File: config.mk
export PLATFORM = sky130hd
export DESIGN_NAME = piece_scheduler_flat
export DESIGN_NICKNAME = d
export VERILOG_FILES = /design/src/rtl/tetris_pkg.sv /design/src/rtl/piece_scheduler_if.sv /design/src/rtl/piece_scheduler_fifo.sv /design/src/rtl/piece_scheduler.sv /design/src/flat_wrapper.sv
export SDC_FILE = /design/constraint.sdc
export NUM_CORES = 1
export LEC_CHECK = 0
export CAP_MARGIN = 20
export CORE_UTILIZATION = 58
export DETAILED_ROUTE_END_ITERATION = 6
export PLACE_DENSITY = 0.93
export SYNTH_ARGS = -nofsm -noshare
export SYNTH_HDL_FRONTEND = slang
export SYNTH_SLANG_ARGS = --single-unit
File: constraint.sdc
create_clock -name clka -period 3.5 [get_ports clka]
set_input_delay 0.525 -clock clka [delete_from_list [all_inputs] [get_ports clka]]
set_output_delay 0.525 -clock clka [all_outputs]
set_load 0.02 [all_outputs]
File: src/rtl/tetris_pkg.sv
// Shared types for the piece scheduler: piece code width, piece names, and scheduler states.
package tetris_pkg;

  localparam int PIECE_W = 2;

  typedef enum logic [PIECE_W-1:0] {
    PIECE_I = 2'd0,
    PIECE_O = 2'd1,
    PIECE_T = 2'd2,
    PIECE_L = 2'd3
  } piece_t;

  typedef enum logic {
    FILL  = 1'b0,
    READY = 1'b1
  } sched_state_t;

endpackage

File: src/rtl/piece_scheduler_if.sv
// Handshake and preview bundle between the piece scheduler (slave) and the game FSM (master).
interface piece_scheduler_if #(
  parameter int PIECE_W     = tetris_pkg::PIECE_W,
  parameter int QUEUE_DEPTH = 4
);
  localparam int CNT_W = $clog2(QUEUE_DEPTH) + 1;

  logic               piece_req;
  logic               piece_valid;
  logic [PIECE_W-1:0] piece_out;
  logic [PIECE_W-1:0] next_piece;
  logic [CNT_W-1:0]   queue_count;
  logic               filling;

  modport master (
    output piece_req,
    input  piece_valid, piece_out, next_piece, queue_count, filling
  );

  modport slave (
    input  piece_req,
    output piece_valid, piece_out, next_piece, queue_count, filling
  );
endinterface

File: src/rtl/piece_scheduler_fifo.sv
// Circular piece buffer with head/next preview and synchronous clear (clear beats push/pop).
module piece_fifo #(
  parameter int DEPTH = 4,
  parameter int W     = 2
) (
  input  logic                   clka,
  input  logic                   clear_i,
  input  logic                   push_i,
  input  logic                   pop_i,
  input  logic [W-1:0]           din_i,
  output logic [$clog2(DEPTH):0] count_o,
  output logic [W-1:0]           head_o,
  output logic [W-1:0]           next_o
);
  localparam int AW = $clog2(DEPTH);
  localparam int CW = AW + 1;
  localparam logic [CW-1:0] FULL = CW'(DEPTH);
  localparam logic [CW-1:0] TWO  = CW'(2);

  logic [W-1:0]  mem_q [DEPTH];
  logic [AW-1:0] rd_ptr_q, wr_ptr_q, rd_nxt;
  logic [CW-1:0] count_q, count_d;
  logic          do_push, do_pop;

  // A push into a full buffer is only legal when the head leaves in the same cycle.
  assign do_pop  = pop_i && (count_q != '0);
  assign do_push = push_i && ((count_q != FULL) || do_pop);
  assign rd_nxt  = rd_ptr_q + 1'b1;

  always_comb begin
    count_d = count_q;
    if (do_push && !do_pop) begin
      count_d = count_q + 1'b1;
    end else if (do_pop && !do_push) begin
      count_d = count_q - 1'b1;
    end
  end

  always_ff @(posedge clka) begin
    if (clear_i) begin
      for (int i = 0; i < DEPTH; i++) begin
        mem_q[i] <= '0;
      end
      rd_ptr_q <= '0;
      wr_ptr_q <= '0;
      count_q  <= '0;
    end else begin
      if (do_push) begin
        mem_q[wr_ptr_q] <= din_i;
        wr_ptr_q        <= wr_ptr_q + 1'b1;
      end
      if (do_pop) begin
        rd_ptr_q <= rd_nxt;
      end
      count_q <= count_d;
    end
  end

  assign count_o = count_q;
  assign head_o  = mem_q[rd_ptr_q];
  assign next_o  = (count_q >= TWO) ? mem_q[rd_nxt] : '0;

endmodule

File: src/rtl/piece_scheduler.sv
// Samples rng piece codes on a fixed cadence into a small queue and serves them to the game FSM.
// Optional PIECE_NOREPEAT_EN rejects a sample equal to the last pushed piece (max two in a row).
//
// state | meaning
// FILL  | queue not full, sampling whenever the gap counter expires
// READY | queue full, sampling only alongside a pop
module piece_scheduler
  import tetris_pkg::*;
#(
  parameter int QUEUE_DEPTH = 4,
  parameter int PIECE_W     = tetris_pkg::PIECE_W,
  parameter int SAMPLE_GAP  = 3
) (
  input  logic               clka,
  input  logic               restart,
  input  logic [PIECE_W-1:0] rand_in,
  piece_scheduler_if.slave   sched
);
  localparam int CNT_W = $clog2(QUEUE_DEPTH) + 1;
  localparam int GAP_W = (SAMPLE_GAP > 0) ? $clog2(SAMPLE_GAP + 1) : 1;
  localparam logic [CNT_W-1:0] FULL     = CNT_W'(QUEUE_DEPTH);
  localparam logic [GAP_W-1:0] GAP_LOAD = GAP_W'(SAMPLE_GAP);

  sched_state_t       state_q, state_d;
  logic [GAP_W-1:0]   gap_q, gap_d;
  logic [CNT_W-1:0]   count, count_d;
  logic [PIECE_W-1:0] head, next;
  logic               pop, slot, accept, push;

  assign pop  = sched.piece_req && (count != '0);
  assign slot = (gap_q == '0) && ((count != FULL) || pop);
  assign push = slot && accept;

`ifdef PIECE_NOREPEAT_EN
  logic [PIECE_W-1:0] last_q, last_d;
  logic [1:0]         rej_q, rej_d;

  // After two rejections in a row the sample is taken regardless, so a stuck rng still fills.
  assign accept = (rand_in != last_q) || (rej_q == 2'd2);

  always_comb begin
    last_d = last_q;
    rej_d  = rej_q;
    if (slot) begin
      if (accept) begin
        last_d = rand_in;
        rej_d  = 2'd0;
      end else begin
        rej_d = rej_q + 2'd1;
      end
    end
  end

  always_ff @(posedge clka) begin
    if (restart) begin
      last_q <= '0;
      rej_q  <= '0;
    end else begin
      last_q <= last_d;
      rej_q  <= rej_d;
    end
  end
`else
  assign accept = 1'b1;
`endif

  piece_fifo #(
    .DEPTH (QUEUE_DEPTH),
    .W     (PIECE_W)
  ) u_fifo (
    .clka    (clka),
    .clear_i (restart),
    .push_i  (push),
    .pop_i   (pop),
    .din_i   (rand_in),
    .count_o (count),
    .head_o  (head),
    .next_o  (next)
  );

  always_comb begin
    count_d = count;
    if (push && !pop) begin
      count_d = count + 1'b1;
    end else if (pop && !push) begin
      count_d = count - 1'b1;
    end
  end

  // A rejected sample reloads exactly like a push; a pop out of READY restarts the refill gap.
  always_comb begin
    gap_d = gap_q;
    if (slot || (pop && (state_q == READY))) begin
      gap_d = GAP_LOAD;
    end else if (gap_q != '0) begin
      gap_d = gap_q - 1'b1;
    end
  end

  always_ff @(posedge clka) begin
    if (restart) begin
      state_q <= FILL;
      gap_q   <= '0;
    end else begin
      state_q <= state_d;
      gap_q   <= gap_d;
    end
  end

  always_comb begin
    state_d = state_q;
    case (state_q)
      FILL:    if (count_d == FULL) state_d = READY;
      READY:   if (count_d != FULL) state_d = FILL;
      default: state_d = FILL;
    endcase
  end

  always_comb begin
    sched.piece_valid = (count != '0);
    sched.piece_out   = '0;
    if (count != '0) begin
      sched.piece_out = head;
    end
    sched.next_piece  = next;
    sched.queue_count = count;
    sched.filling     = (state_q == FILL);
  end

endmodule

File: src/flat_wrapper.sv
// flat-port wrapper written by rule: the top's interface ports become plain ports
module piece_scheduler_flat import tetris_pkg::*;
#(
  parameter int QUEUE_DEPTH = 4,
  parameter int PIECE_W     = tetris_pkg::PIECE_W,
  parameter int SAMPLE_GAP  = 3
)
  (clka, restart, rand_in, sched_piece_req, sched_piece_valid, sched_piece_out, sched_next_piece, sched_queue_count, sched_filling);
  piece_scheduler_if #(.PIECE_W(PIECE_W), .QUEUE_DEPTH(QUEUE_DEPTH)) sched_i ();
  input  logic clka;
  input  logic restart;
  input  logic [PIECE_W-1:0] rand_in;
  input wire logic [$bits(sched_i.piece_req)-1:0] sched_piece_req;
  output wire logic [$bits(sched_i.piece_valid)-1:0] sched_piece_valid;
  output wire logic [$bits(sched_i.piece_out)-1:0] sched_piece_out;
  output wire logic [$bits(sched_i.next_piece)-1:0] sched_next_piece;
  output wire logic [$bits(sched_i.queue_count)-1:0] sched_queue_count;
  output wire logic [$bits(sched_i.filling)-1:0] sched_filling;
  assign sched_i.piece_req = sched_piece_req;
  assign sched_piece_valid = sched_i.piece_valid;
  assign sched_piece_out = sched_i.piece_out;
  assign sched_next_piece = sched_i.next_piece;
  assign sched_queue_count = sched_i.queue_count;
  assign sched_filling = sched_i.filling;
  piece_scheduler #(.QUEUE_DEPTH(QUEUE_DEPTH), .PIECE_W(PIECE_W), .SAMPLE_GAP(SAMPLE_GAP)) u_core (.clka(clka), .restart(restart), .rand_in(rand_in), .sched(sched_i));
endmodule
Word-level counts from Yosys, hierarchy flattened

Memory sizes are Yosys's and may differ from the RTL's. A register that Yosys moved wholly into a read port is not among the register bits.
Cells that the tools add are included.

Flip-flop bits (word level): 10
RAM bits: 8
Bits of input ports: 5
Output and inout bits: 9
Memories: 1

Add/subtract/negate cells: 5
Magnitude comparators: 1
Eq/ne operators: 3
Muxes and demuxes: 21
Bitwise logic cells: 1
Reduce and logical (&&, ||, !) cells: 22

Memory list:

| name                | depth | bits a word | rd ports | clocked after Yosys merged registers in | wr ports | RTL line                   | RTL |
|---|---|---|---|---|---|---|---|
| u_core.u_fifo.mem_q | 4     | 2           | 2        | 1                                       | 4        | piece_scheduler_fifo.sv:20 | `logic [W-1:0] mem_q [DEPTH];` |

Operators by type and width:

| cell                | number |
|---|---|
| $mux 2              | 8 |
| $mux 3              | 4 |
| $logic_and 1x1->1   | 9 |
| $mux 1              | 8 |
| $ne 3x3->1 const B  | 2 |
| $reduce_bool 2->1   | 3 |
| $add 2x1->2 const B | 2 |
| $logic_not 1->1     | 4 |
| $add 3x1->3 const B | 1 |
| $eq 3x3->1 const B  | 1 |
| $ge 3x2->1 const B  | 1 |
| $logic_or 1x1->1    | 3 |
| $reduce_bool 3->1   | 1 |
| $sub 3x1->3 const B | 1 |
| $logic_not 2->1     | 1 |
| $pmux 1 s2          | 1 |
| $reduce_or 2->1     | 1 |
| $sub 2x1->2 const B | 1 |
| $not 1->1           | 1 |

Depth between registers and ports, before layout

Word-level depth: 11
Mapped depth: 10
Gate-level depth less buffers: 10

By module

From an unflattened synthesis, not the netlist that was laid out.

Cell total of the unflattened synthesis: 121
Area total of the unflattened synthesis: 1,192.4 um2

Modules (own cells, without submodules):

| module          | instances | cells each | area each (um2) |
|---|---|---|---|
| piece_fifo      | 1         | 72         | 820.8 |
| piece_scheduler | 1         | 49         | 371.6 |

Worst setup path after synthesis

No wires, ideal clock.

Kind: register -> register
From: register u_core.u_fifo.count_q[0] (netlist: u_core.u_fifo.count_o[0])
To: register u_core.u_fifo.count_q[2] (netlist: u_core.u_fifo.count_o[2])
Arrival time: 2.239 ns
Path slack: 1.190 ns
Cell stages (with the launch flop): 8
Buffers on the path: 0
Clock period less this slack: 2.310 ns
Path through: dfxtp_1 -> inv_1 -> ha_1 -> nand2b_1 -> nand2_1 -> ha_1 -> or3_2 -> a21oi_1

Word-level cells in the longest chain between the ends: 8
Elaborated cells between the ends (all ways): 17

Ends and longest elaborated chain:

| what                                                         | RTL line                                          | RTL |
|---|---|---|
| start: declaration                                           | piece_scheduler_fifo.sv:22                        | `logic [CW-1:0] count_q, count_d;` |
| start signal: assignment                                     | piece_scheduler_fifo.sv:55                        | `count_q <= count_d;` |
| $reduce_bool 3->1 *                                          | -                                                 |  |
| net sched_piece_valid                                        | flat_wrapper.sv:14                                | `output wire logic [$bits(sched_i.piece_valid)-1:0] sched_piece_valid;` |
| $logic_and 1x1->1                                            | piece_scheduler.sv:30                             | `assign pop = sched.piece_req && (count != '0);` |
| $logic_or 1x1->1 / $logic_and 1x1->1 (equally long branches) | piece_scheduler.sv:31, piece_scheduler_fifo.sv:26 |  |
| $logic_and 1x1->1 / $logic_or 1x1->1 (equally long branches) | piece_scheduler.sv:31, piece_scheduler_fifo.sv:27 |  |
| $logic_and 1x1->1                                            | piece_scheduler_fifo.sv:27                        | `assign do_push = push_i && ((count_q != FULL) \|\| do_pop);` |
| $logic_not 1->1                                              | piece_scheduler_fifo.sv:34                        | `end else if (do_pop && !do_push) begin` |
| $logic_and 1x1->1                                            | piece_scheduler_fifo.sv:34                        |  |
| $reduce_bool 2->1 (no source line)                           | -                                                 |  |

The timed path passes the listed nets; every way through them passes the cells marked *. The select of a mux whose other input is x is not followed.
A chain may end at the register's enable or synchronous reset.

Final worst setup path

From: register u_core.u_fifo.count_q[0] (netlist: u_core.u_fifo.count_o[0])
To: output port sched_piece_out[0]

Word-level cells in the longest chain between the ends: 2

Ends and longest elaborated chain:

| what              | RTL line               | RTL |
|---|---|---|
| $reduce_bool 3->1 | piece_scheduler.sv:122 | `if (count != '0) begin` |
| $mux 2            | piece_scheduler.sv:122 |  |
| end: declaration  | flat_wrapper.sv:15     | `output wire logic [$bits(sched_i.piece_out)-1:0] sched_piece_out;` |

Every way passes these cells.

==> impl_metrics.toml <==
[sta]
tightest_slew_ns = 0.546
slew_headroom_pct = 63.5
fin_crit_ns = 2.68
drv_slew = 0
hold_viol = 0
finalClockSkew_ns = 0.00298
rsz0062_at_grt = "false"
fin_crit_sh_pct = 76.6
setup_tns_ns = 0
setup_viol = 0
fmax_ghz = 0.373

[power]
powerDensity_nw_per_um2 = 902
p_clk_share_pct = 9.9
pwr-share-seq_pct = 35.1
internal_power_mw = 0.669
peakVddDrop_v = 0.000604
swShare_pct = 42.0
totalPowerFinal_mw = 1.15
leakagePower_nw = 0.505
p_switching_mw = 0.484
power_frac_comb_pct = 55.1

[logic_synthesis]
ys_types = 36
synthFlopType = "dfxtp_1"
avgSynthCellArea_um2 = 10.6
yosysWarnings = 0
mappedNetlistArea_um2 = 1120
synthCells = 106
seq_area_frac_synth_pct = 42.8
synth_fp_nets = 117
synth-seq-cells = 20
synth_edf_count = 8
async_flop_share_pct = 0

[placement]
place_area_um2 = 1250
port_buffers = 13
globalplace.congestion = 0.860
place_inst = 139
dp_hpwl_um = 1600

[detailed_routing]
wl_per_cell_um = 14.7
routed_via_density = 5.79
wirelength_um = 2100
drt-initial-drc-count = 26
drc_errors = 0
first_pass_iters = 4
via_count = 828
antenna_left = 0

[job]
cap_violations = 0

[finish]
stdcell_area_um2 = 1280
stdcell_count = 143
area_growth_pct = 13.9
fin_nets = 130
drive_above_1_share_pct = 13.6
fill_cells = 137
antenna_cells = 0

[hold_path]
hp-class = "register to register"
min_from = "u_core.gap_q[0]"

[die]
fp.dieW_um = 46.0
num_rows = 15
start_util_pct = 63.6
die_h_um = 46.0
ioPinCount = 14
core_area_um2 = 1760
die_area_um2 = 2120

[worst_setup_path]
worstReg2RegStart = "u_core.u_fifo.count_o[0]"
endpoint_kind = "output pin"
crit_type = "register to output pin"
critPathArrivalTime_ns = 2.16
critPathLaunch = "u_core.u_fifo.count_o[0]"
required_ns = 2.97
crit_path_start_kind = "register"
critical_path.max_fanout = 6

[global_route]
grt_util_all_layers_pct = 23.4
grt_start_max_net_pins = 18
grt_first_pass_wirelength_um = 3390
grt_pass1_vias = 777
grt-ovfl-total = 0
antenna_found_initial = 0

[clock_network]
ctsResizeCount = 0
cts_buffer_depth = 2
cts_setup_buffers = 0
cts.htree.levels = 1
tritoncts = "yes"
cts-root-buf = "clkbuf_4"
ctsHoldBuffers = 0
cts_buffers = 3
clk_latency_ns = 0.30
clock-sinks = 20
clkTransAtPathRegs_ns = 0.11

[outcome]
status = "finished, final reports clean"
## worst max-delay path, stage by stage, from the launching register on
cell and delay [ns]:
dfxtp_1 0.46, inv_1 0.15, ha_1 0.28, nand2b_1 0.21, and2_1 0.16, clkdlybuf4s50_1 0.59
## area by class of cell
class                           count  area (µm²)  share of cell area, %
Multi-Input combinational cell     72         577                   45.1
Sequential cell                    20         480                   37.6
Timing Repair Buffer               13         130                   10.2
Inverter                            9        33.8                   2.64
Tap cell                           25        31.3                   2.45
Clock buffer                        4        26.3                   2.05
## cells in the final DEF (no fill, tap or decap), drive strengths merged, types with 4 or more instances in the layout
cell / count
a21oi: 4
clkdlybuf4s50: 13
clkbuf: 4
edfxtp: 8
dfxtp: 12
ha: 6
inv: 9
mux4: 4
nor2: 15
xor2: 6
## stage by stage
step           hold slack, ns  util [%]  setup slack, ns
2_1_floorplan           0.543         -             1.19
3_3_place_gp            0.577      71.0             1.08
3_5_place_dp            0.581      71.0            0.954
4_1_cts                 0.612      72.5            0.825
5_1_grt                 0.646      72.5            0.697
6_report                0.610      72.5            0.819
## power groups by stage
stage	Sequential, mW	Clock, mW	Combinational [mW]
CTS	0.404	0.117	0.636
global placement	0.403	0	0.601
floorplan	0.380	0	0.494
global route	0.415	0.126	0.695
finish	0.405	0.114	0.635
detailed placement	0.409	0	0.634
## cells in the mapped netlist, types with 2 or more instances
library cell	number	area, µm²
nor2_1	15	56.3
dfxtp_1	12	240
inv_1	9	33.8
edfxtp_1	8	240
ha_1	6	75.1
xor2_1	6	52.6
a21oi_1	4	20.0
mux4_2	4	90.1
nand2b_1	3	18.8
nor3_1	3	15.0
xnor2_1	3	26.3
and2_1	2	12.5
clkbuf_1	2	7.51
mux2i_1	2	20.0
nand3b_1	2	15.0
nor2b_1	2	12.5
o21ai_0	2	10.0
o21ba_2	2	20.0
o21bai_1	2	15.0
## state kept, by name (all words and copies together), names as in the netlist, named ones only
register	cells
u_core.gap_q	2
u_core.state_q	1
u_core.u_fifo.count_o	3
u_core.u_fifo.mem_q	8
u_core.u_fifo.rd_ptr_q	2
u_core.u_fifo.wr_ptr_q	2
## routing by layer
metal | global-route usage [%] | wire (µm) | vias to the layer above
met2 | 38.6 | 1070 | 32
met4 | 11.8 | 33 | 0
met3 | 3.57 | 118 | 4
met1 | 29.5 | 880 | 398
met5 | 0 | 0 | -
li1 | - | - | 394
## worst paths after layout
kind / slack [ns] / to / depth (start not counted)
setup / recovery: 0.82 / sched_piece_out[0] / 5
hold / removal: 0.61 / u_core.gap_q[0] / 2
setup reg to reg: 1.16 / u_core.u_fifo.count_o[2] / 7
hold reg to reg: 0.61 / u_core.gap_q[0] / 2
## logic make-up after synthesis
logic type | count (synthesis) | share of synthesized area [%]
simple gates | 33 | 15.8
flops | 20 | 42.8
compound gates | 18 | 12.0
buf+inv | 14 | 5.80
xor+xnor | 9 | 7.02
mux | 6 | 9.81
fa+ha+maj | 6 | 6.69
(Power assumes the default switching activity.)
